===== src/rtl/clk_en_div_prog_pkg.sv =====
// Shared definitions for the programmable clock-enable divider.
//   CNT_W_DEF   : default counter/divisor width
//   DIV_MIN     : smallest divisor ever placed in force (a load of 0 becomes this)
//   apply_src_e : which condition opened the divisor-apply window this cycle
package clk_en_div_prog_pkg;

   localparam int CNT_W_DEF = 16;
   localparam int DIV_MIN   = 1;

   typedef enum logic [1:0] {
      APPLY_NONE = 2'd0,
      APPLY_TC   = 2'd1,
      APPLY_IDLE = 2'd2,
      APPLY_CLR  = 2'd3
   } apply_src_e;

endpackage


===== src/rtl/div_shadow_ctl.sv =====
// Divisor shadow register and apply control.
//   clk, rst        : system clock, synchronous active-high reset
//   en, clr, tc     : counter enable, period restart, terminal count
//   div_val         : requested divisor (0 is clamped to DIV_MIN)
//   div_load        : one-cycle capture request
//   div_active      : divisor in force
//   div_pending     : a captured divisor waits for a period boundary
//   apply           : strobe, div_active changes on this edge (counter must restart)
module div_shadow_ctl
   import clk_en_div_prog_pkg::*;
#(
   parameter int CNT_W       = CNT_W_DEF,
   parameter int DIV_DEFAULT = 16
) (
   input  logic             clk,
   input  logic             rst,
   input  logic             en,
   input  logic             clr,
   input  logic             tc,
   input  logic [CNT_W-1:0] div_val,
   input  logic             div_load,
   output logic [CNT_W-1:0] div_active,
   output logic             div_pending,
   output logic             apply
);

   logic [CNT_W-1:0] shadow;
   logic [CNT_W-1:0] div_clamped;
   apply_src_e       src;

   always_comb begin
      src = APPLY_NONE;
      if (clr)
         src = APPLY_CLR;
      else if (!en)
         src = APPLY_IDLE;
      else if (tc)
         src = APPLY_TC;
   end

   assign div_clamped = (div_val == '0) ? CNT_W'(DIV_MIN) : div_val;

   // A load arriving inside an apply window bypasses the shadow and goes live at once.
   assign apply = (src != APPLY_NONE) && (div_load || div_pending);

   always_ff @(posedge clk) begin
      if (rst) begin
         shadow      <= '0;
         div_active  <= CNT_W'(DIV_DEFAULT);
         div_pending <= 1'b0;
      end else begin
         if (div_load)
            shadow <= div_clamped;
         if (apply) begin
            div_active  <= div_load ? div_clamped : shadow;
            div_pending <= 1'b0;
         end else if (div_load) begin
            div_pending <= 1'b1;
         end
      end
   end

endmodule


===== src/rtl/clk_en_div_prog.sv =====
// Runtime-programmable clock-enable generator.
//   clk, rst    : system clock, synchronous active-high reset
//   en          : count enable (low freezes the counter)
//   clr         : restart the current period
//   div_val     : new divisor, captured when div_load=1
//   div_load    : one-cycle capture request
//   flag        : one-cycle strobe every D cycles
//   level       : square wave, high ceil(D/2) / low floor(D/2) cycles
//   cnt         : current count 0..D-1
//   div_active  : divisor in force (D)
//   div_pending : a loaded divisor waits for the period boundary
module clk_en_div_prog
   import clk_en_div_prog_pkg::*;
#(
   parameter int CNT_W       = CNT_W_DEF,
   parameter int DIV_DEFAULT = 16
) (
   input  logic             clk,
   input  logic             rst,
   input  logic             en,
   input  logic             clr,
   input  logic [CNT_W-1:0] div_val,
   input  logic             div_load,
   output logic             flag,
   output logic             level,
   output logic [CNT_W-1:0] cnt,
   output logic [CNT_W-1:0] div_active,
   output logic             div_pending
);

   logic             tc;
   logic             apply;
   logic [CNT_W-1:0] cnt_next;
   logic [CNT_W-1:0] half;

   // div_active is never 0, so D-1 cannot underflow.
   assign tc   = (cnt == div_active - 1'b1);
   assign half = (div_active >> 1) + {{(CNT_W-1){1'b0}}, div_active[0]};

   // An apply with en=1 always coincides with tc, so the restart to 0 covers both.
   always_comb begin
      cnt_next = cnt + 1'b1;
      if (tc)
         cnt_next = '0;
   end

   div_shadow_ctl #(
      .CNT_W       (CNT_W),
      .DIV_DEFAULT (DIV_DEFAULT)
   ) u_shadow (
      .clk         (clk),
      .rst         (rst),
      .en          (en),
      .clr         (clr),
      .tc          (tc),
      .div_val     (div_val),
      .div_load    (div_load),
      .div_active  (div_active),
      .div_pending (div_pending),
      .apply       (apply)
   );

   always_ff @(posedge clk) begin
      if (rst) begin
         cnt   <= '0;
         flag  <= 1'b0;
         level <= 1'b0;
      end else if (clr) begin
         cnt   <= '0;
         flag  <= 1'b0;
         level <= 1'b1;
      end else if (en) begin
         cnt   <= cnt_next;
         flag  <= tc;
         level <= (cnt_next < half);
      end else begin
         flag <= 1'b0;
         if (apply)
            cnt <= '0;
      end
   end

endmodule


===== config.mk =====
export PLATFORM = sky130hd
export DESIGN_NAME = clk_en_div_prog
export DESIGN_NICKNAME = d
export VERILOG_FILES = /design/src/rtl/clk_en_div_prog_pkg.sv /design/src/rtl/div_shadow_ctl.sv /design/src/rtl/clk_en_div_prog.sv
export SDC_FILE = /design/constraint.sdc
export NUM_CORES = 1
export LEC_CHECK = 0
export ABC_CLOCK_PERIOD_IN_PS = 4900
export CAP_MARGIN = 20
export CORE_MARGIN = 8
export CORE_UTILIZATION = 25
export CTS_CLUSTER_DIAMETER = 50
export DETAILED_ROUTE_END_ITERATION = 12
export PLACE_DENSITY = 0.41
export SLEW_MARGIN = 20
export SYNTH_ARGS = -nofsm -noshare
export SYNTH_HDL_FRONTEND = slang
export SYNTH_SLANG_ARGS = --single-unit

===== constraint.sdc =====
create_clock -name clk -period 4.9 [get_ports clk]
set_input_delay 0.98 -clock clk [delete_from_list [all_inputs] [get_ports clk]]
set_output_delay 0.98 -clock clk [all_outputs]
set_load 0.02 [all_outputs]

After elaboration in Yosys (flattened, before gate mapping) --
Index checks and enable logic that the tools add are counted.
Storage, ports and cells: flip-flop bits (word level) 51, RAM bits 0, ROM bits 0, memories kept 0, bits in latches 0, logic and storage cells 31, output and inout bits 35
Operators by class: multiplexer cells 10, $mul 0, $add $sub $neg 3, reductions and logical operators 9, divide/modulo/power cells 0, bitwise logic cells 1, shift operators 0, equal/unequal tests 1, order comparisons 1
Operator list (count):
- $mux W16 | 5
- $add A15 B1 Y16 | 1
- $add A16 B1 Y16 const B | 1
- $eq A16 B16 Y1 | 1
- $logic_not A16 Y1 | 1
- $lt A16 B16 Y1 | 1
- $sub A16 B1 Y16 const B | 1
- $reduce_bool A2 Y1 | 3
- $mux W2 | 2
- $reduce_or A2 Y1 | 2
- $mux W1 | 3
- $reduce_or A3 Y1 | 1
- $logic_and A1 B1 Y1 | 1
- $logic_or A1 B1 Y1 | 1
- $not A1 Y1 | 1

Longest topological paths before layout --
Gate-level depths: netlist of the first run.
depth after elaboration 9, mapped depth 18, mapped depth without buffers 17

Hierarchy --
From an unflattened synthesis of the first run, not the netlist that was laid out.
Unflattened totals: cell total of the unflattened synthesis 466, area total of the unflattened synthesis 3721.1 um^2
By module, submodules not included:
- clk_en_div_prog | times used 1, cells an instance 342, sequential area each 360.3 um^2, area each 2411.1 um^2
- div_shadow_ctl | times used 1, cells an instance 124, sequential area each 660.6 um^2, area each 1310.0 um^2

Worst setup path before layout of the first run --
Ideal clock, no wire load.
kind flip-flop to flip-flop, start reg u_shadow.div_active[0], end reg level, setup slack 1.183 ns, data arrival time 3.621 ns, clock period less this slack 3.717 ns, cell stages (with the launch flop) 19, path buffers 1, required time 4.804 ns, path through dfxtp_1 -> inv_1 -> ha_1 -> nor3b_2 -> nand3_2 -> or3_1 -> xnor2_1 -> and4_4 -> nand3_4 -> clkbuf_1 -> o21a_1 -> ha_1 -> a21o_1 -> a21o_1 -> a21oi_1 -> o31ai_1 -> and3_1 -> o21ai_0 -> nor4b_1
Between the ends: longest elaborated chain between the ends 6, elaborated cells on any way between the ends 7
RTL lines:
- from (decl) | line div_shadow_ctl.sv:22 | output logic [CNT_W-1:0] div_active,
- from (signal assigned) | line div_shadow_ctl.sv:49 | div_active <= CNT_W'(DIV_DEFAULT);
- from (signal assigned) | line div_shadow_ctl.sv:55 | div_active <= div_load ? div_clamped : shadow;
- $sub A16 B1 Y16 | line clk_en_div_prog.sv:37 | assign tc = (cnt == div_active - 1'b1);
- $eq A16 B16 Y1 | line clk_en_div_prog.sv:37
- $mux W16 | line clk_en_div_prog.sv:43 | if (tc)
- $lt A16 B16 Y1 (*) | line clk_en_div_prog.sv:75 | level <= (cnt_next < half);
- $mux W1 (*) | line clk_en_div_prog.sv:72 | end else if (en) begin
- $mux W1 (*) | line clk_en_div_prog.sv:68 | end else if (clr) begin
- to (signal assigned) | line clk_en_div_prog.sv:75
- to (decl) | line clk_en_div_prog.sv:25 | output logic level,
Mark *: on every way between the ends. The rest lies on a longest branch, timed or not. The select of a mux whose other input is x is not followed. A chain may end at the register's enable or synchronous reset.

Worst setup path in the final report of the first run --
Same ends and word-level chain as after synthesis.

==> results of run 1 <==
[logic make-up after synthesis]
family	share of synthesized area, %
AO/OA/AOI/OAI	11.8
XOR/XNOR	9.56
adder cells (fa/ha/maj)	6.65
buffers and inverters	4.27
flip-flops	28.6
multiplexers	10.6
AND/OR/NAND/NOR	28.6
[per-layer routing]
layer | track usage, % | routed length, um
met5 | 0 | 0
met4 | 3.33 | 108
met3 | 3.00 | 574
met2 | 17.8 | 4520
met1 | 15.9 | 5170
[flip-flops by register name (all words and copies together), names as in the netlist]
signal / cells
u_shadow.shadow: 16
flag: 1
u_shadow.div_active: 16
level: 1
u_shadow.div_pending: 1
cnt: 16
[layout make-up]
cell class              instances  area (um2)  share of cell area, %
clock buffers                   6         129                   2.94
clock inverters                 2        16.3                  0.371
inverters                       6        22.5                  0.514
multi-input cells             339        2400                   54.8
flip-flops and latches         51        1020                   23.3
well taps                     180         225                   5.14
repair buffers                 57         566                   12.9
[power by group through the flow]
stage	sequential [uW]	combinational (uW)	clock, uW
4_1_cts	461	214	388
6_report	461	211	369
5_1_grt	465	231	403
3_5_place_dp	471	213	0
3_3_place_gp	470	213	0
2_1_floorplan	464	150	0
[worst max-delay path by stage]
stage                            from     to  depth (start not counted)
2_1_floorplan  u_shadow.div_active[0]  level                         18
6_report       u_shadow.div_active[0]  level                         17
5_1_grt        u_shadow.div_active[0]  level                         17
3_3_place_gp   u_shadow.div_active[0]  level                         17
3_5_place_dp   u_shadow.div_active[0]  level                         17
4_1_cts        u_shadow.div_active[0]  level                         17
[per-stage QoR]
step                      hold WS [ns]  utilization, %  area, um2
after floorplan                  0.456               -       3570
after global placement           0.471            30.4       4230
after detailed placement         0.481            30.4       4230
after CTS                        0.493            31.4       4380
after global routing             0.505            31.5       4380
final                            0.489            31.5       4380
[worst max-delay path, delay by kind of cell (launching register included)]
family / cells / cell delay (ns)
DFF: 1 / 0.39
buffers and inverters: 1 / 0.12
adders and majority gates: 2 / 0.60
and+or+nand+nor: 7 / 1.78
AOI/OAI and AO/OA: 6 / 0.85
xor gates and xnor gates: 1 / 0.15
[cell usage in the layout, fill, tap and decap left out, types with 2 or more instances in the layout]
master           synthesis  routed
a211oi_1                 2       2
a21o_1                   6       6
a21oi_1                  7       6
a22o_1                   2       2
a31oi_1                  3       3
and2_1                   7       7
and3_1                   7       7
buf_4                    0       2
clkbuf_16                0       5
clkdlybuf4s50_1          0      55
dfxtp_1                 51      51
ha_1                    19      19
inv_1                    6       6
mux2_2                   6       6
mux2_4                  10      10
mux2i_1                 16      16
nand2_1                 40      40
nand2b_1                 2       2
nand3_1                 20      20
nand3_2                  2       2
nand4_1                  7       7
nor2_1                  45      45
nor2b_1                 24      24
nor3_1                  10      10
nor4_1                   6       6
nor4_4                   2       2
nor4b_1                  3       3
o21a_1                  13      13
o21ai_0                 18      18
o21bai_1                 2       2
xnor2_1                 24      24
xor2_1                  15      15
==> out/qor.txt, run 1 <==
Final ANT Viol Nets: 0
Max Freq: 251 MHz
R2R depth: 17
R2R Setup Slk: 0.91 ns
synthesized flop and latch total: 51
post-layout min period: 3.99 ns
sequential share of power: 44.3%
Fillers: 1486
Layout area overhead: 22.7%
Die H: 136 um
first-pass GRT wire length: 16800 um
initial core utilization: 25.6%
max incr delay on CP: 0.43 ns
Net Switching: 311 uW
top cell type's share of synthesized area: 28.6%
crit path capture type: register
Req. time, crit path: 5.11 ns
LEAKAGE: 0.00172 uW
placer congestion estimate: 0.782
# setup viols final: 0
remaining global-route overflow: 0
Vias/cell: 4.64
overall power: 1040 uW
status: finished, final reports clean
ys flop type: dfxtp_1
FF-to-FF Start: u_shadow.div_active[0]
worst rel slew slack: 45.7%
GRT Overall Usage: 11.7%
H-tree depth: 2
Synth top cells by count: 51 x dfxtp_1, 45 x nor2_1, 40 x nand2_1
TritonCTS clock tree: yes
final worst slack: 0.909 ns
final routed DRC violation total: 0
post_cts resized: 0
Post-synth EDFFs: 0
total of max-cap violations: 0
Internal: 730 uW
CTS Buf Count: 5
Max clock buf depth: 2
share of post-route cells with drive strength above 1: 8.68%
hold endpoint: u_shadow.shadow[0]
Post-CTS Setup Repair Bufs: 0
worst-path cell chain: inv_1, ha_1, nor3b_2, nand3_2, or3_1, xnor2_1, and4_4, nand3_4, o21a_1, ha_1, a21o_1, a21o_1, a21oi_1, o31ai_1, and3_1, o21ai_0, nor4b_1
post-synthesis cell count: 422
final non-filler cell total: 641
Worst setup SP type: register
CP arrival: 4.20 ns
hold wc startpoint: u_shadow.shadow[0]
Die X-Extent: 136 um
Core ar.: 0.0139 mm2
final wirelength: 10400 um
setup_tns: 0 ns
CTS sink cnt: 51
worst slew pin tran: 0.814 ns
Post-Syn Area: 0.00357 mm2
Antenna Cells: 0
Ys Warns: 0
worst skew pair latency: 0.30 ns
Synth async-reset ratio: 0%
count leader, synth: dfxtp_1
sw frac: 29.8%
worst r2r dst: level
clk slew on worst S/H paths: 0.07 ns
hold crit path type: reg -> reg
RSZ-0062 raised after global routing: false
port bufs: 55
part of the power in combinational logic: 20.3%
# nets final: 500
register area share after synthesis: 28.6%
full die area: 0.0184 mm2
clock share of power: 35.4%
dpl cells: 633
top cells by area, synth: dfxtp_1 29%, ha_1 6.7%, xnor2_1 5.9%
Cell Pwr Density: 238 mW/mm2
leading area contributor after synthesis: dfxtp_1
Max VDD drop: 0.131 mV
CP max-delay cell: nor3b_2
drt wl/cell: 16.2 um
max-slew violation count: 0
Distinct cells, synth: 55
Max FO, Critical Path: 15
vias in the first global route: 3070
WS Path Type: reg -> reg
Hold Crit Depth: 2
1st-pass router iterations: 4
largest net degree at the start of global routing: 35
syn_nets: 462
I/O Pins: 56
antenna violations before repair: 0
Hold Buf Count CTS: 0
routed vias: 2973
clock skew: 0.00530 ns
# rows: 43
root buffer cell: clkbuf_16
pre-CTS WS: 0.899 ns
DP Wirelength: 8140 um
fin crit share: 81.5%
Starting DRT DRC Count: 184
Hold Vio Cnt, Final: 0
Syn Area/Cell: 8.47 um2
No activity file was read; power rests on OpenSTA's default activity.
==> run 2, diff against run 1 <==
--- a/config.mk
+++ b/config.mk
@@ -5,7 +5,7 @@
 export SDC_FILE = /design/constraint.sdc
 export NUM_CORES = 1
 export LEC_CHECK = 0
-export ABC_CLOCK_PERIOD_IN_PS = 4900
+export ABC_CLOCK_PERIOD_IN_PS = 3800
 export CAP_MARGIN = 20
 export CORE_MARGIN = 8
 export CORE_UTILIZATION = 25
==> constraint.sdc (replaced) <==
create_clock -name clk -period 3.8 [get_ports clk]
set_input_delay 0.76 -clock clk [delete_from_list [all_inputs] [get_ports clk]]
set_output_delay 0.76 -clock clk [all_outputs]
set_load 0.02 [all_outputs]
==> run 2 against run 1 <==
Net effect:
- critical path depth decreased by 1
- combinational power up 41%
- clock power increased by 32%
- sequential cell count unchanged
- largest cell class unchanged
==> out/qor.txt, run 2 (synthesis results as in run 1) <==
status: finished, final reports clean
part of the power in combinational logic: 21.7%
port bufs: 55
TritonCTS clock tree: yes
1st-pass router iterations: 4
Worst Hold Slack: 0.493 ns
met1 Track Usage GR: 15.8%
setup_tns: 0 ns
Worst setup SP type: register
Die H: 136 um
most frequent cells in the layout: 55 x clkdlybuf4s50_1, 49 x dfxtp_1, 45 x nor2_1, 40 x nand2_1
Cell Pwr Density: 303 mW/mm2
GR Util met2: 18.3%
Starting DRT DRC Count: 116
final wirelength: 10500 um
Layout area overhead: 26.5%
remaining global-route overflow: 0
Max VDD drop: 0.228 mV
LEAKAGE: 0.00181 uW
worst rel slew slack: 49.1%
RSZ-0062 raised after global routing: false
Max FO, Critical Path: 10
routed vias: 3054
# nets final: 516
Hold Vio Cnt, Final: 0
WS Path Type: reg -> reg
CP arrival: 3.73 ns
Max Freq: 285 MHz
total of max-cap violations: 0
I/O Pins: 56
Final Instance Area: 0.00452 mm2
Die X-Extent: 136 um
initial core utilization: 25.6%
CTS Buf Count: 5
# setup viols final: 0
drt wl/cell: 16.0 um
placer congestion estimate: 0.755
commonest non-fill, non-tap cell in the layout: clkdlybuf4s50_1
full die area: 0.0184 mm2
max-slew violation count: 0
largest net degree at the start of global routing: 35
Hold Buf Count CTS: 0
final non-filler cell total: 657
crit path capture type: register
dpl cells: 647
post-layout min period: 3.51 ns
routing usage on met3: 3.15%
hold crit path type: reg -> reg
clock share of power: 35.5%
Antenna Cells: 0
# rows: 43
Post-DP Area: 0.00434 mm2
root buffer cell: clkbuf_16
worst skew pair latency: 0.31 ns
Net Switching: 413 uW
final routed DRC violation total: 0
Vias/cell: 4.65
CTS sink cnt: 51
Fillers: 1471
worst slew pin tran: 0.763 ns
fin util: 32.5%
vias in the first global route: 3085
Largest regs: cnt (16), u_shadow.div_active (16), u_shadow.shadow (16)
sw frac: 30.2%
GRT Overall Usage: 11.9%
Internal: 956 uW
antenna violations before repair: 0
Core ar.: 0.0139 mm2
sequential share of power: 42.8%
DP Wirelength: 8350 um
Req. time, crit path: 4.02 ns
Max clock buf depth: 2
fin crit share: 92.4%
clk slew on worst S/H paths: 0.08 ns
H-tree depth: 2
share of post-route cells with drive strength above 1: 12.8%
first-pass GRT wire length: 17000 um
clock skew: 0.00833 ns
Final ANT Viol Nets: 0
Most Crowded Layer GR: met2
## run 2: worst paths after layout
| check | start | end | slack [ns] | cells after the start |
|---|---|---|---|---|
| min | u_shadow.shadow[0] | u_shadow.shadow[0] | 0.49 | 2 |
| max | u_shadow.div_active[4] | level | 0.29 | 16 |
| max reg2reg | u_shadow.div_active[4] | level | 0.29 | 16 |
| min reg2reg | u_shadow.shadow[0] | u_shadow.shadow[0] | 0.49 | 2 |
## run 2: layout make-up
| class | instances | area (um2) | share of cell area [%] |
|---|---|---|---|
| Multi-Input combinational cell | 339 | 2420 | 53.5 |
| Clock buffer | 5 | 125 | 2.77 |
| Timing Repair Buffer | 73 | 686 | 15.2 |
| Clock inverter | 3 | 22.5 | 0.498 |
| Inverter | 6 | 22.5 | 0.498 |
| Tap cell | 180 | 225 | 4.98 |
| Sequential cell | 51 | 1020 | 22.6 |
## run 2: routing by layer
| layer | vias up | wire (um) |
|---|---|---|
| li1 | 1584 | - |
| met1 | 1393 | 5200 |
| met2 | 68 | 4670 |
| met3 | 9 | 553 |
| met4 | 0 | 120 |
| met5 | - | 0 |
## run 2: repair_timing
item / in CTS / in global routing
resized for setup: 0 / 5
setup buffers: 0 / 2
setup endpoints to repair: 0 / 1
## run 2: power by group through the flow
| stage | registers, uW | clock network (uW) | logic, uW |
|---|---|---|---|
| finish | 586 | 486 | 297 |
| global route | 591 | 537 | 325 |
| CTS | 586 | 510 | 298 |
| detailed placement | 599 | 0 | 297 |
| global placement | 599 | 0 | 297 |
| floorplan | 598 | 0 | 194 |
## run 2: critical path: stages, from the launching register on
cell      delay (ns)
dfxtp_1         0.36
buf_4           0.19
or3_4           0.41
nor4_4          0.26
mux2i_1         0.11
o21bai_1        0.18
and4_4          0.28
nand3_4         0.15
o21a_1          0.15
ha_1            0.30
a21o_1          0.16
a21o_1          0.18
a21oi_2         0.16
o31ai_1         0.09
and3_1          0.17
o21ai_0         0.08
nor4b_2         0.21
## run 2: per-stage QoR
stage,setup slack [ns],total power (uW)
finish,0.288,1370
global route,0.0687,1450
CTS,0.0840,1390
detailed placement,0.0779,896
global placement,0.196,895
floorplan,0.0831,792
